===== src/rtl/ft_ctrl_pkg.sv =====
// Shared state encoding and defaults for the fault recovery controller.
// Optional fault logging (FT_FAULT_LOG_EN) is handled in fault_recovery_ctrl.
package ft_ctrl_pkg;

   localparam int          STATE_W          = 3;
   localparam int          CAUSE_W          = 4;
   localparam logic [31:0] TRAP_VEC_DEFAULT = 32'h0000_0100;

   typedef enum logic [STATE_W-1:0] {
      ST_NORMAL      = 3'd0,
      ST_FLUSH       = 3'd1,
      ST_RETRY       = 3'd2,
      ST_WAIT_COMMIT = 3'd3,
      ST_HALT        = 3'd4
   } state_e;

endpackage


===== src/rtl/ft_fault_prio_enc.sv =====
// Fault priority encoder: bit 0 of fault_vec has the highest priority.
module ft_fault_prio_enc
   import ft_ctrl_pkg::*;
#(
   parameter int NUM_SRC = 4
) (
   input  logic [NUM_SRC-1:0] fault_vec,
   output logic               valid,
   output logic [CAUSE_W-1:0] index
);

   always_comb begin
      valid = |fault_vec;
      index = '0;
      // Scanning downwards lets the lowest set bit overwrite any higher one.
      for (int i = NUM_SRC - 1; i >= 0; i--) begin
         if (fault_vec[i]) index = CAUSE_W'(i);
      end
   end

endmodule


===== src/rtl/fault_recovery_ctrl.sv =====
// Fault recovery controller: gates writes on faults, flushes, retries from pc_saved, halts to a trap vector.
// Define FT_FAULT_LOG_EN to add the fault_total / sticky_src logging outputs.
module fault_recovery_ctrl
   import ft_ctrl_pkg::*;
#(
   parameter int               XLEN         = 32,
   parameter int               NUM_SRC      = 4,
   parameter int               MAX_RETRY    = 3,
   parameter int               FLUSH_CYCLES = 2,
   parameter logic [XLEN-1:0]  TRAP_VEC     = XLEN'(TRAP_VEC_DEFAULT)
) (
   input  logic               clk,
   input  logic               reset_n,
   input  logic [NUM_SRC-1:0] fault_vec,
   input  logic               commit,
   input  logic               clear_halt,
   input  logic               pc_write_normal,
   input  logic               reg_write_normal,
   input  logic               mem_write_normal,
   input  logic [XLEN-1:0]    pc_current,
   input  logic [XLEN-1:0]    pc_saved,
   output logic               pc_write_out,
   output logic               reg_write_out,
   output logic               mem_write_out,
   output logic [XLEN-1:0]    pc_next,
   output logic               insert_nop,
   output logic               retry_en,
   output logic               halted,
   output logic               trap_req,
   output logic [3:0]         fault_cause,
   output logic [3:0]         retry_cnt
`ifdef FT_FAULT_LOG_EN
   ,
   output logic [15:0]        fault_total,
   output logic [NUM_SRC-1:0] sticky_src
`endif
);

   localparam logic [3:0] MAX_RETRY_C  = 4'(MAX_RETRY);
   localparam logic [3:0] FLUSH_LAST_C = 4'(FLUSH_CYCLES - 1);

   state_e       r_state;
   state_e       w_next_state;
   logic [3:0]   r_flush_cnt;
   logic [3:0]   r_retry_cnt;
   logic [3:0]   r_fault_cause;
   logic         r_halt_entry;
   logic         r_active;

   logic         w_fault_valid;
   logic [3:0]   w_fault_idx;
   logic         w_fault_take;
   logic         w_flush_done;
   logic         w_retry_inc;
   logic         w_retry_clr;
   logic         w_pc_wr;
   logic         w_reg_wr;
   logic         w_mem_wr;

   ft_fault_prio_enc #(
      .NUM_SRC (NUM_SRC)
   ) u_prio_enc (
      .fault_vec (fault_vec),
      .valid     (w_fault_valid),
      .index     (w_fault_idx)
   );

   assign w_flush_done = (r_flush_cnt == FLUSH_LAST_C);

   // NOTE: state registers use non-blocking assignments so every flop samples pre-edge values.
   always_ff @(posedge clk or negedge reset_n) begin
      if (!reset_n) r_state <= ST_NORMAL;
      else          r_state <= w_next_state;
   end

   // NOTE: every output is given a default first so no path through the case infers a latch.
   always_comb begin
      w_next_state = r_state;
      w_fault_take = 1'b0;
      w_retry_inc  = 1'b0;
      w_retry_clr  = 1'b0;
      w_pc_wr      = 1'b0;
      w_reg_wr     = 1'b0;
      w_mem_wr     = 1'b0;
      pc_next      = pc_current;
      insert_nop   = 1'b0;
      retry_en     = 1'b0;
      halted       = 1'b0;
      trap_req     = 1'b0;
      case (r_state)
         ST_NORMAL: begin
            if (w_fault_valid) begin
               w_fault_take = 1'b1;
               w_next_state = ST_FLUSH;
            end else begin
               w_pc_wr  = pc_write_normal;
               w_reg_wr = reg_write_normal;
               w_mem_wr = mem_write_normal;
            end
         end
         ST_FLUSH: begin
            insert_nop = 1'b1;
            if (w_flush_done)
               w_next_state = (r_retry_cnt < MAX_RETRY_C) ? ST_RETRY : ST_HALT;
         end
         ST_RETRY: begin
            pc_next      = pc_saved;
            w_pc_wr      = 1'b1;
            retry_en     = 1'b1;
            w_retry_inc  = 1'b1;
            w_next_state = ST_WAIT_COMMIT;
         end
         ST_WAIT_COMMIT: begin
            // A fault wins over a simultaneous commit.
            if (w_fault_valid) begin
               w_fault_take = 1'b1;
               w_next_state = ST_FLUSH;
            end else begin
               w_pc_wr  = pc_write_normal;
               w_reg_wr = reg_write_normal;
               w_mem_wr = mem_write_normal;
               if (commit) begin
                  w_retry_clr  = 1'b1;
                  w_next_state = ST_NORMAL;
               end
            end
         end
         ST_HALT: begin
            insert_nop = 1'b1;
            halted     = 1'b1;
            if (r_halt_entry) begin
               trap_req = 1'b1;
               pc_next  = TRAP_VEC;
               w_pc_wr  = 1'b1;
            end
            if (clear_halt) begin
               w_retry_clr  = 1'b1;
               w_next_state = ST_NORMAL;
            end
         end
         default: w_next_state = ST_NORMAL;
      endcase
   end

   // r_active holds writes low through reset and until the first edge after release.
   always_ff @(posedge clk or negedge reset_n) begin
      if (!reset_n) begin
         r_active      <= 1'b0;
         r_flush_cnt   <= '0;
         r_retry_cnt   <= '0;
         r_fault_cause <= '0;
         r_halt_entry  <= 1'b0;
      end else begin
         r_active     <= 1'b1;
         r_halt_entry <= (w_next_state == ST_HALT) && (r_state != ST_HALT);
         if (r_state == ST_FLUSH && !w_flush_done) r_flush_cnt <= r_flush_cnt + 4'd1;
         else                                      r_flush_cnt <= '0;
         if (w_retry_clr)                                      r_retry_cnt <= '0;
         else if (w_retry_inc && r_retry_cnt < MAX_RETRY_C)    r_retry_cnt <= r_retry_cnt + 4'd1;
         if (w_fault_take) r_fault_cause <= w_fault_idx;
      end
   end

   assign pc_write_out  = w_pc_wr  & r_active;
   assign reg_write_out = w_reg_wr & r_active;
   assign mem_write_out = w_mem_wr & r_active;
   assign fault_cause   = r_fault_cause;
   assign retry_cnt     = r_retry_cnt;

`ifdef FT_FAULT_LOG_EN
   logic [15:0]        r_fault_total;
   logic [NUM_SRC-1:0] r_sticky_src;
   logic [NUM_SRC-1:0] w_fault_onehot;

   // Isolating the lowest set bit gives the one-hot form of the encoded source.
   assign w_fault_onehot = fault_vec & (~fault_vec + NUM_SRC'(1));

   always_ff @(posedge clk or negedge reset_n) begin
      if (!reset_n) begin
         r_fault_total <= '0;
         r_sticky_src  <= '0;
      end else if (w_fault_take) begin
         if (r_fault_total != 16'hFFFF) r_fault_total <= r_fault_total + 16'd1;
         r_sticky_src <= r_sticky_src | w_fault_onehot;
      end
   end

   assign fault_total = r_fault_total;
   assign sticky_src  = r_sticky_src;
`endif

endmodule


===== config.mk =====
export PLATFORM = sky130hd
export DESIGN_NAME = fault_recovery_ctrl
export DESIGN_NICKNAME = d
export VERILOG_FILES = /design/src/rtl/ft_ctrl_pkg.sv /design/src/rtl/ft_fault_prio_enc.sv /design/src/rtl/fault_recovery_ctrl.sv
export SDC_FILE = /design/constraint.sdc
export NUM_CORES = 1
export LEC_CHECK = 0
export CORE_MARGIN = 1.5
export CORE_UTILIZATION = 32
export DETAILED_ROUTE_END_ITERATION = 6
export GPL_ROUTABILITY_DRIVEN = 0
export PLACE_DENSITY_LB_ADDON = 0.25
export REMOVE_ABC_BUFFERS = 1
export SLEW_MARGIN = 20
export SYNTH_ARGS = -nofsm -noshare
export SYNTH_HDL_FRONTEND = slang
export SYNTH_SLANG_ARGS = --single-unit
export TNS_END_PERCENT = 100

===== constraint.sdc =====
create_clock -name clk -period 3.4 [get_ports clk]
set_input_delay 0.68 -clock clk [delete_from_list [all_inputs] [get_ports clk]]
set_output_delay 0.68 -clock clk [all_outputs]
set_load 0.02 [all_outputs]

==> PnR_summary.wiki, run 1 <==
{| class="wikitable"
! Metric !! Value
|-
| Setup violators final || 0
|-
| Post-CTS setup buffers || 0
|-
| Worst Setup Start Kind || primary input
|-
| Setup CP Type || primary input to output port
|-
| Cell area after layout || 0.00249 mm^2
|-
| Fraction of power spent switching nets || around 43%
|-
| Most frequent cell after synthesis || sky130_fd_sc_hd__a22o_1
|-
| Number of flops mapped to enable cells by yosys || 0
|-
| Core Area || ~0.0036 mm^2
|-
| Actual transition at the worst max-transition pin || 0.663 ns
|-
| Number of vias per cell after detailed routing || between 4 and 5
|-
| Clock-pin slew of the registers on the worst-case setup and hold paths || about 0.06 ns
|-
| Max-Cap Viols || 0
|-
| Ratio of cells with drive above 1 in the final layout || roughly 6.3%
|-
| Iter 0 DRT Violations || 48
|-
| Port Buffers || ~120
|-
| RSZ-0062 raised after global routing || no
|-
| Area enclosed by the die boundary || a little over 0.004 mm^2
|-
| Pins Over Slew Limit || 0
|-
| Area after detailed placement || 0.00244 mm^2
|-
| DRT antenna net count || 0
|-
| Number of sinks on the clock net || 15
|-
| Post-Synthesis Cells || around 130
|-
| Leading register cell type out of synthesis || sky130_fd_sc_hd__dfrtp_1
|-
| Most numerous cell types in the synthesized netlist || 31 x sky130_fd_sc_hd__a22o_1, 15 x sky130_fd_sc_hd__dfrtp_1, 12 x sky130_fd_sc_hd__nor2_1
|-
| Hold WC Path Type || register to register
|-
| Antenna violations before repair || 0
|-
| Wire length of the first global-routing pass || around 6.8 mm
|-
| Req. time, crit path || roughly 2.7 ns
|-
| Detailed-routing iteration count for the pre-antenna-repair pass || 4
|-
| Clock Skews || roughly 0.0074 ns
|-
| Dominant combinational cell family by area after synthesis || compound AO/OA/AOI/OAI gates
|-
| Yosys Warn Count || 0
|-
| P_leak || roughly 0.0011 uW
|-
| Mean cell area of the mapped netlist || between 9 and 10 um^2
|-
| Comb power frac || ~67%
|-
| Placed wire-length estimate || ~3.6 mm
|-
| Cell variety after synth || 37
|-
| Share of the synthesized netlist area taken by xor and xnor gates || 3.63%
|-
| H-tree levels || 1
|-
| Sequential power share || 21.8%
|-
| Area fraction in and, or, nand and nor cells after synthesis || about a fifth
|-
| Portion of total power attributed to the clock network || ~11%
|-
| Category of the worst setup path capture point || output port
|-
| Share of async-settable or async-resettable flops after synthesis || 100%
|-
| Ratio of total power to cell area || 553 mW/mm^2
|-
| CP arrival || 2.52 ns
|-
| Hold-fix buffer count after cts || 0
|-
| Cell types with the largest area share after synthesis || sky130_fd_sc_hd__dfrtp_1 31%, sky130_fd_sc_hd__a22o_1 22%, sky130_fd_sc_hd__nor2_1 3.7%
|-
| Total negative slack || 0 ns
|-
| Routed len/inst || approximately 15 um
|-
| Achievable frequency || roughly 310 MHz
|-
| Starting utilization of the core area || 33.2%
|-
| Final Hold Vio Count || 0
|-
| Final Total Pwr || between 1000 and 1500 uW
|-
| Multiplexer share of the synthesized area || 0%
|-
| Worst hold-check slack || approximately 0.5 ns
|-
| Final core area utilization || around 70%
|-
| Run status || completed
|-
| Shortest period the worst path allows || about 3.2 ns
|-
| Cell Int Power || just under 800 uW
|-
| Final nets || between 300 and 400
|-
| Std cell rows || 22
|-
| Netlist area before placement || 0.00121 mm^2
|-
| Antenna diode count || 0
|-
| Number of instances resized during post-cts repair || 0
|-
| Pin count of the biggest net entering global routing || 33
|-
| Largest area contributor in the synthesized netlist || sky130_fd_sc_hd__dfrtp_1
|-
| Floorplan die height || 64.4 um
|-
| Layout overhead on the synthesized area || 106%
|-
| Seq cells post-synth || 15
|-
| Final wirelength || about 4.5 mm
|-
| Io pins || around 120
|-
| Root buffer selected by CTS || sky130_fd_sc_hd__clkbuf_8
|-
| Clock tree from TritonCTS || done
|-
| Cts bufs inserted || 3
|-
| Switching power summed over all nets || slightly below 600 uW
|-
| Share of the synthesized area in the top cell type || 31.1%
|-
| Die outline width || 64.4 um
|-
| Vias in the first global route || roughly 1.3k
|-
| DR DRC count || 0
|-
| Maximum clock path buffer count || 2
|-
| Adder-cell area share of the yosys netlist || just over 3%
|-
| Worst skew pair latency || ~0.26 ns
|-
| Final Cycle Share || ~94%
|-
| Global-route usage over all layers || a little over a fifth
|-
| Worst slew margin relative to its limit || 55.7%
|-
| Worst-case vdd ir drop || ~0.42 mV
|-
| Sum of overflow across all layers after global routing || 0
|-
| Post-synthesis sequential area ratio || 31.1%
|-
| Max Fanout on Critical Path || 4
|-
| Compound-gate portion of the synthesized area || 33.3%
|-
| DR vias || 1463
|}
[metal layers]
layer  global-route usage [%]  share of wire (%)  wire [um]
met1                     27.5                 44       1990
met2                     34.4                 47       2090
met3                     6.42                7.7        348
met4                     3.46                1.3         59
met5                        0                  0          0
[worst max-delay path: stages]
cell and delay (ns):
sky130_fd_sc_hd__clkdlybuf4s50_1 0.46, sky130_fd_sc_hd__nor4_1 0.44, sky130_fd_sc_hd__nand4_1 0.15, sky130_fd_sc_hd__a21oi_1 0.16, sky130_fd_sc_hd__clkdlybuf4s50_1 0.63
[per-stage QoR]
stage	cells	setup slack (ns)
detailed placement	296	0.205
global placement	296	0.254
CTS	300	0.204
global route	300	0.0350
floorplan	124	1.08
finish	300	0.197
[layout by cell type, fill, tap and decap left out, types with 2 or more instances in the layout]
master,count
sky130_fd_sc_hd__o21ai_0,4
sky130_fd_sc_hd__buf_4,4
sky130_fd_sc_hd__clkdlybuf4s50_1,119
sky130_fd_sc_hd__ha_1,3
sky130_fd_sc_hd__a22o_1,31
sky130_fd_sc_hd__nand3b_1,2
sky130_fd_sc_hd__nand3_1,4
sky130_fd_sc_hd__nor3_1,3
sky130_fd_sc_hd__a21oi_1,5
sky130_fd_sc_hd__nand2b_1,2
sky130_fd_sc_hd__inv_1,8
sky130_fd_sc_hd__and4_1,2
sky130_fd_sc_hd__xor2_1,2
sky130_fd_sc_hd__nand2_1,5
sky130_fd_sc_hd__nor2_1,12
sky130_fd_sc_hd__clkbuf_8,3
sky130_fd_sc_hd__conb_1,3
sky130_fd_sc_hd__dfrtp_1,15
sky130_fd_sc_hd__xnor2_1,3
sky130_fd_sc_hd__nor3b_1,2
sky130_fd_sc_hd__or3_1,2
[cell type report]
class	count	area (um^2)
clock inverters	1	7.51
inverters	9	33.8
repair buffers	124	1240
flip-flops and latches	15	375
multi-input cells	100	727
fillers	325	1150
clock buffers	3	41.3
well taps	48	60.1
[worst paths after layout]
| kind | startpoint | to | slack, ns | cells after the start |
|---|---|---|---|---|
| worst max-delay path | fault_vec[1] | pc_write_out | 0.20 | 5 |
| worst min register to register | fault_cause[1] | fault_cause[1] | 0.50 | 1 |
| worst max register to register | r_state[1] | retry_cnt[0] | 1.78 | 3 |
| min in group asynchronous | reset_n | r_active | 0.82 | 1 |
| worst min-delay path | fault_cause[1] | fault_cause[1] | 0.50 | 1 |
| max in group asynchronous | reset_n | r_state[0] | 2.15 | 1 |
[logic make-up (layout without fill, tap and decap cells)]
family,count (synthesis),after routing
xor+xnor,5,5
other cells,2,3
compound gates,48,48
flops,15,15
fa+ha+maj,3,3
buf+inv,20,137
simple gates,41,41
[power groups by stage]
| stage | registers (uW) | clock network [uW] | logic, uW |
|---|---|---|---|
| 2_1_floorplan | 350 | 0 | 434 |
| 3_3_place_gp | 301 | 0 | 909 |
| 3_5_place_dp | 302 | 0 | 919 |
| 4_1_cts | 299 | 161 | 922 |
| 5_1_grt | 311 | 170 | 982 |
| 6_report | 299 | 156 | 919 |
[state kept, by name, summed over array words and instances, names as in the netlist]
name          count
fault_cause       2
r_active          1
r_flush_cnt       4
r_halt_entry      1
r_state           3
retry_cnt         4
No activity file was read; power rests on OpenSTA's default activity.
==> inputs of run 2 (changes only) <==
--- a/config.mk
+++ b/config.mk
@@ -6,7 +6,7 @@
 export NUM_CORES = 1
 export LEC_CHECK = 0
 export CORE_MARGIN = 1.5
-export CORE_UTILIZATION = 32
+export CORE_UTILIZATION = 29
 export DETAILED_ROUTE_END_ITERATION = 6
 export GPL_ROUTABILITY_DRIVEN = 0
 export PLACE_DENSITY_LB_ADDON = 0.25
==> constraint.sdc (replaced) <==
create_clock -name clk -period 3.6 [get_ports clk]
set_input_delay 0.72 -clock clk [delete_from_list [all_inputs] [get_ports clk]]
set_output_delay 0.72 -clock clk [all_outputs]
set_load 0.02 [all_outputs]
==> PnR_summary.wiki, run 2 (same netlist as run 1, synthesis figures left out) <==
{| class="wikitable"
! Metric !! Value
|-
| Category of the worst setup path capture point || output port
|-
| Pins Over Slew Limit || 0 (unchanged)
|-
| Area taken by multi-input logic gates || 727 um^2 (unchanged)
|-
| Cell area after layout || 0.00246 mm^2 (-0.91%)
|-
| Worst-case vdd ir drop || 0.382 mV (-9.7%)
|-
| Layout overhead on the synthesized area || 104%
|-
| Top library cells by usage in the layout, fill and taps aside || 119 x sky130_fd_sc_hd__clkdlybuf4s50_1, 31 x sky130_fd_sc_hd__a22o_1, 15 x sky130_fd_sc_hd__dfrtp_1
|-
| DRT antenna net count || 0 (unchanged)
|-
| DR DRC count || 0 (unchanged)
|-
| Run status || completed
|-
| Ratio of cells with drive above 1 in the final layout || 5.22% (-1.1 points)
|-
| Final core area utilization || 61.6% (-6.8 points)
|-
| Io pins || 122 (unchanged)
|-
| Detailed-routing iteration count for the pre-antenna-repair pass || 4 (unchanged)
|-
| Clock Skews || 0.00408 ns (-0.00331 ns)
|-
| Ratio of total power to cell area || 516 mW/mm^2 (-6.5%)
|-
| Placed wire-length estimate || 3.62 mm (+1.2%)
|-
| Wl on met1 || 1.83 mm (-8.2%)
|-
| Achievable frequency || slightly above 300 MHz
|-
| Worst slew margin relative to its limit || 56.1% (+0.43 points)
|-
| Number of sinks on the clock net || 15 (unchanged)
|-
| Amount of wire on met3 after detailed routing || 384 um (+10%)
|-
| Logic depth of the worst register-to-register path || 4 (+1)
|-
| Area after detailed placement || 0.00242 mm^2 (-0.82%)
|-
| CP max-delay cell || sky130_fd_sc_hd__clkdlybuf4s50_1
|-
| Hold WC Path Type || register to register
|-
| Pin count of the biggest net entering global routing || 35 (+6.1%)
|-
| Clock tree from TritonCTS || done
|-
| Routed len/inst || 14.8 um (-0.85%)
|-
| Global-route usage over all layers || 17.6% (-3.3 points)
|-
| Number of filler instances in the final layout || 354 (+8.9%)
|-
| Max Fanout on Critical Path || 34 (+30)
|-
| Max-Cap Viols || 0 (unchanged)
|-
| CP arrival || 2.58 ns (+0.06 ns)
|-
| Vias in the first global route || 1257 (-3.7%)
|-
| R2r endpoint || retry_cnt[1]
|-
| Shortest period the worst path allows || 3.30 ns
|-
| Most common cell after layout, fill and taps aside || sky130_fd_sc_hd__clkdlybuf4s50_1
|-
| Setup CP Type || register to output port
|-
| Total negative slack || 0 ns (unchanged)
|-
| Reg area || 375 um^2 (unchanged)
|-
| Largest incremental delay on the critical path || 0.61 ns (-0.02 ns)
|-
| Final Cycle Share || about nine tenths
|-
| Antenna diode count || 0 (unchanged)
|-
| First element of the critical path || r_state[1]
|-
| RSZ-0062 raised after global routing || no
|-
| Worst Setup Start Kind || register
|-
| Source of the worst register-to-register timing path || r_state[1]
|-
| Root buffer selected by CTS || sky130_fd_sc_hd__clkbuf_8
|-
| P_leak || 0.00108 uW (-0.76%)
|-
| Hold-fix buffer count after cts || 0 (unchanged)
|-
| End of the critical path || pc_next[20]
|-
| Port Buffers || 119 (unchanged)
|-
| Setup violators final || 0 (unchanged)
|-
| Total met2 wirelength after detailed routing || 2.18 mm (+4.4%)
|-
| Maximum clock path buffer count || 2 (unchanged)
|-
| Cts bufs inserted || 3 (unchanged)
|-
| Iter 0 DRT Violations || 38 (-21%)
|-
| Number of instances resized during post-cts repair || 0 (unchanged)
|-
| Register-to-register setup slack || 1.77 ns (about the same)
|-
| Cells traversed along the worst timing path || or3b_4, inv_2, a22o_1, clkdlybuf4s50_1
|-
| Starting utilization of the core area || 30.2% (-3.0 points)
|-
| DR top layer || met4
|-
| Final Hold Vio Count || 0 (unchanged)
|-
| Final nets || 328 (-0.91%)
|-
| Area enclosed by the die boundary || 0.00456 mm^2 (+9.9%)
|-
| Clock-pin slew of the registers on the worst-case setup and hold paths || 0.06 ns (about the same)
|-
| DR vias || 1466 (+0.21%)
|-
| Actual transition at the worst max-transition pin || 0.657 ns (-0.00640 ns)
|-
| Number of vias per cell after detailed routing || 4.90 (+0.54%)
|-
| Final wirelength || 4.44 mm (-1.2%)
|-
| Sum of overflow across all layers after global routing || 0 (unchanged)
|-
| Req. time, crit path || 2.88 ns (+0.16 ns)
|-
| Worst skew pair latency || 0.25 ns (about the same)
|-
| Core Area || 0.00400 mm^2 (+10%)
|-
| Wire length of the first global-routing pass || 6.13 mm (-10%)
|-
| Post-CTS setup buffers || 0 (unchanged)
|-
| H-tree levels || 1 (unchanged)
|-
| Std cell rows || 23 (+4.5%)
|-
| Die outline width || 67.5 um (+4.8%)
|-
| Antenna violations before repair || 0 (unchanged)
|-
| Final Total Pwr || 1270 uW (-7.4%)
|-
| Floorplan die height || 67.5 um (+4.8%)
|}
==> run 2: how the worst min path moves through the flow <==
stage	from	to	slack (ns)	depth (start not counted)
after floorplan	reset_n	fault_cause[0]	0.42	0
after global placement	r_flush_cnt[0]	r_flush_cnt[0]	0.49	1
after detailed placement	fault_cause[1]	fault_cause[1]	0.50	1
after CTS	r_flush_cnt[0]	r_flush_cnt[0]	0.51	1
after global routing	fault_cause[1]	fault_cause[1]	0.54	1
final	r_flush_cnt[0]	r_flush_cnt[0]	0.50	1
==> run 2: per-layer routing <==
| layer | vias up | GRT usage (%) |
|---|---|---|
| met5 | - | 0 |
| met4 | 0 | 5.36 |
| met3 | 5 | 3.00 |
| met2 | 56 | 30.3 |
| met1 | 672 | 22.3 |
| li1 | 733 | - |
==> run 2: cell type report <==
cell class                      instances  area share, %
Clock inverter                          1          0.203
Clock buffer                            3           1.68
Timing Repair Buffer                  121           49.5
Sequential cell                        15           15.2
Multi-Input combinational cell        100           29.5
Tap cell                               50           2.54
Inverter                                9           1.37
==> run 2: power by group <==
part | switching [uW] | internal [uW] | total, uW
Clock | 60.8 | 76.7 | 137
Sequential | 65.2 | 227 | 292
Combinational | 416 | 427 | 843
==> run 2: critical path: cells and delay by family (launching register included) <==
family                 cells  cell delay [ns]
and+or+nand+nor            1             0.46
AOI/OAI and AO/OA          1             0.25
DFF                        1             0.56
buffers and inverters      2             1.05
==> run 2: per-stage QoR <==
| stage | worst slack, ns | hold slack (ns) | std cells |
|---|---|---|---|
| after floorplan | 1.24 | 0.424 | 124 |
| after global placement | 0.387 | 0.488 | 295 |
| after detailed placement | 0.353 | 0.497 | 295 |
| after CTS | 0.294 | 0.507 | 299 |
| after global routing | 0.172 | 0.536 | 299 |
| final | 0.304 | 0.501 | 299 |
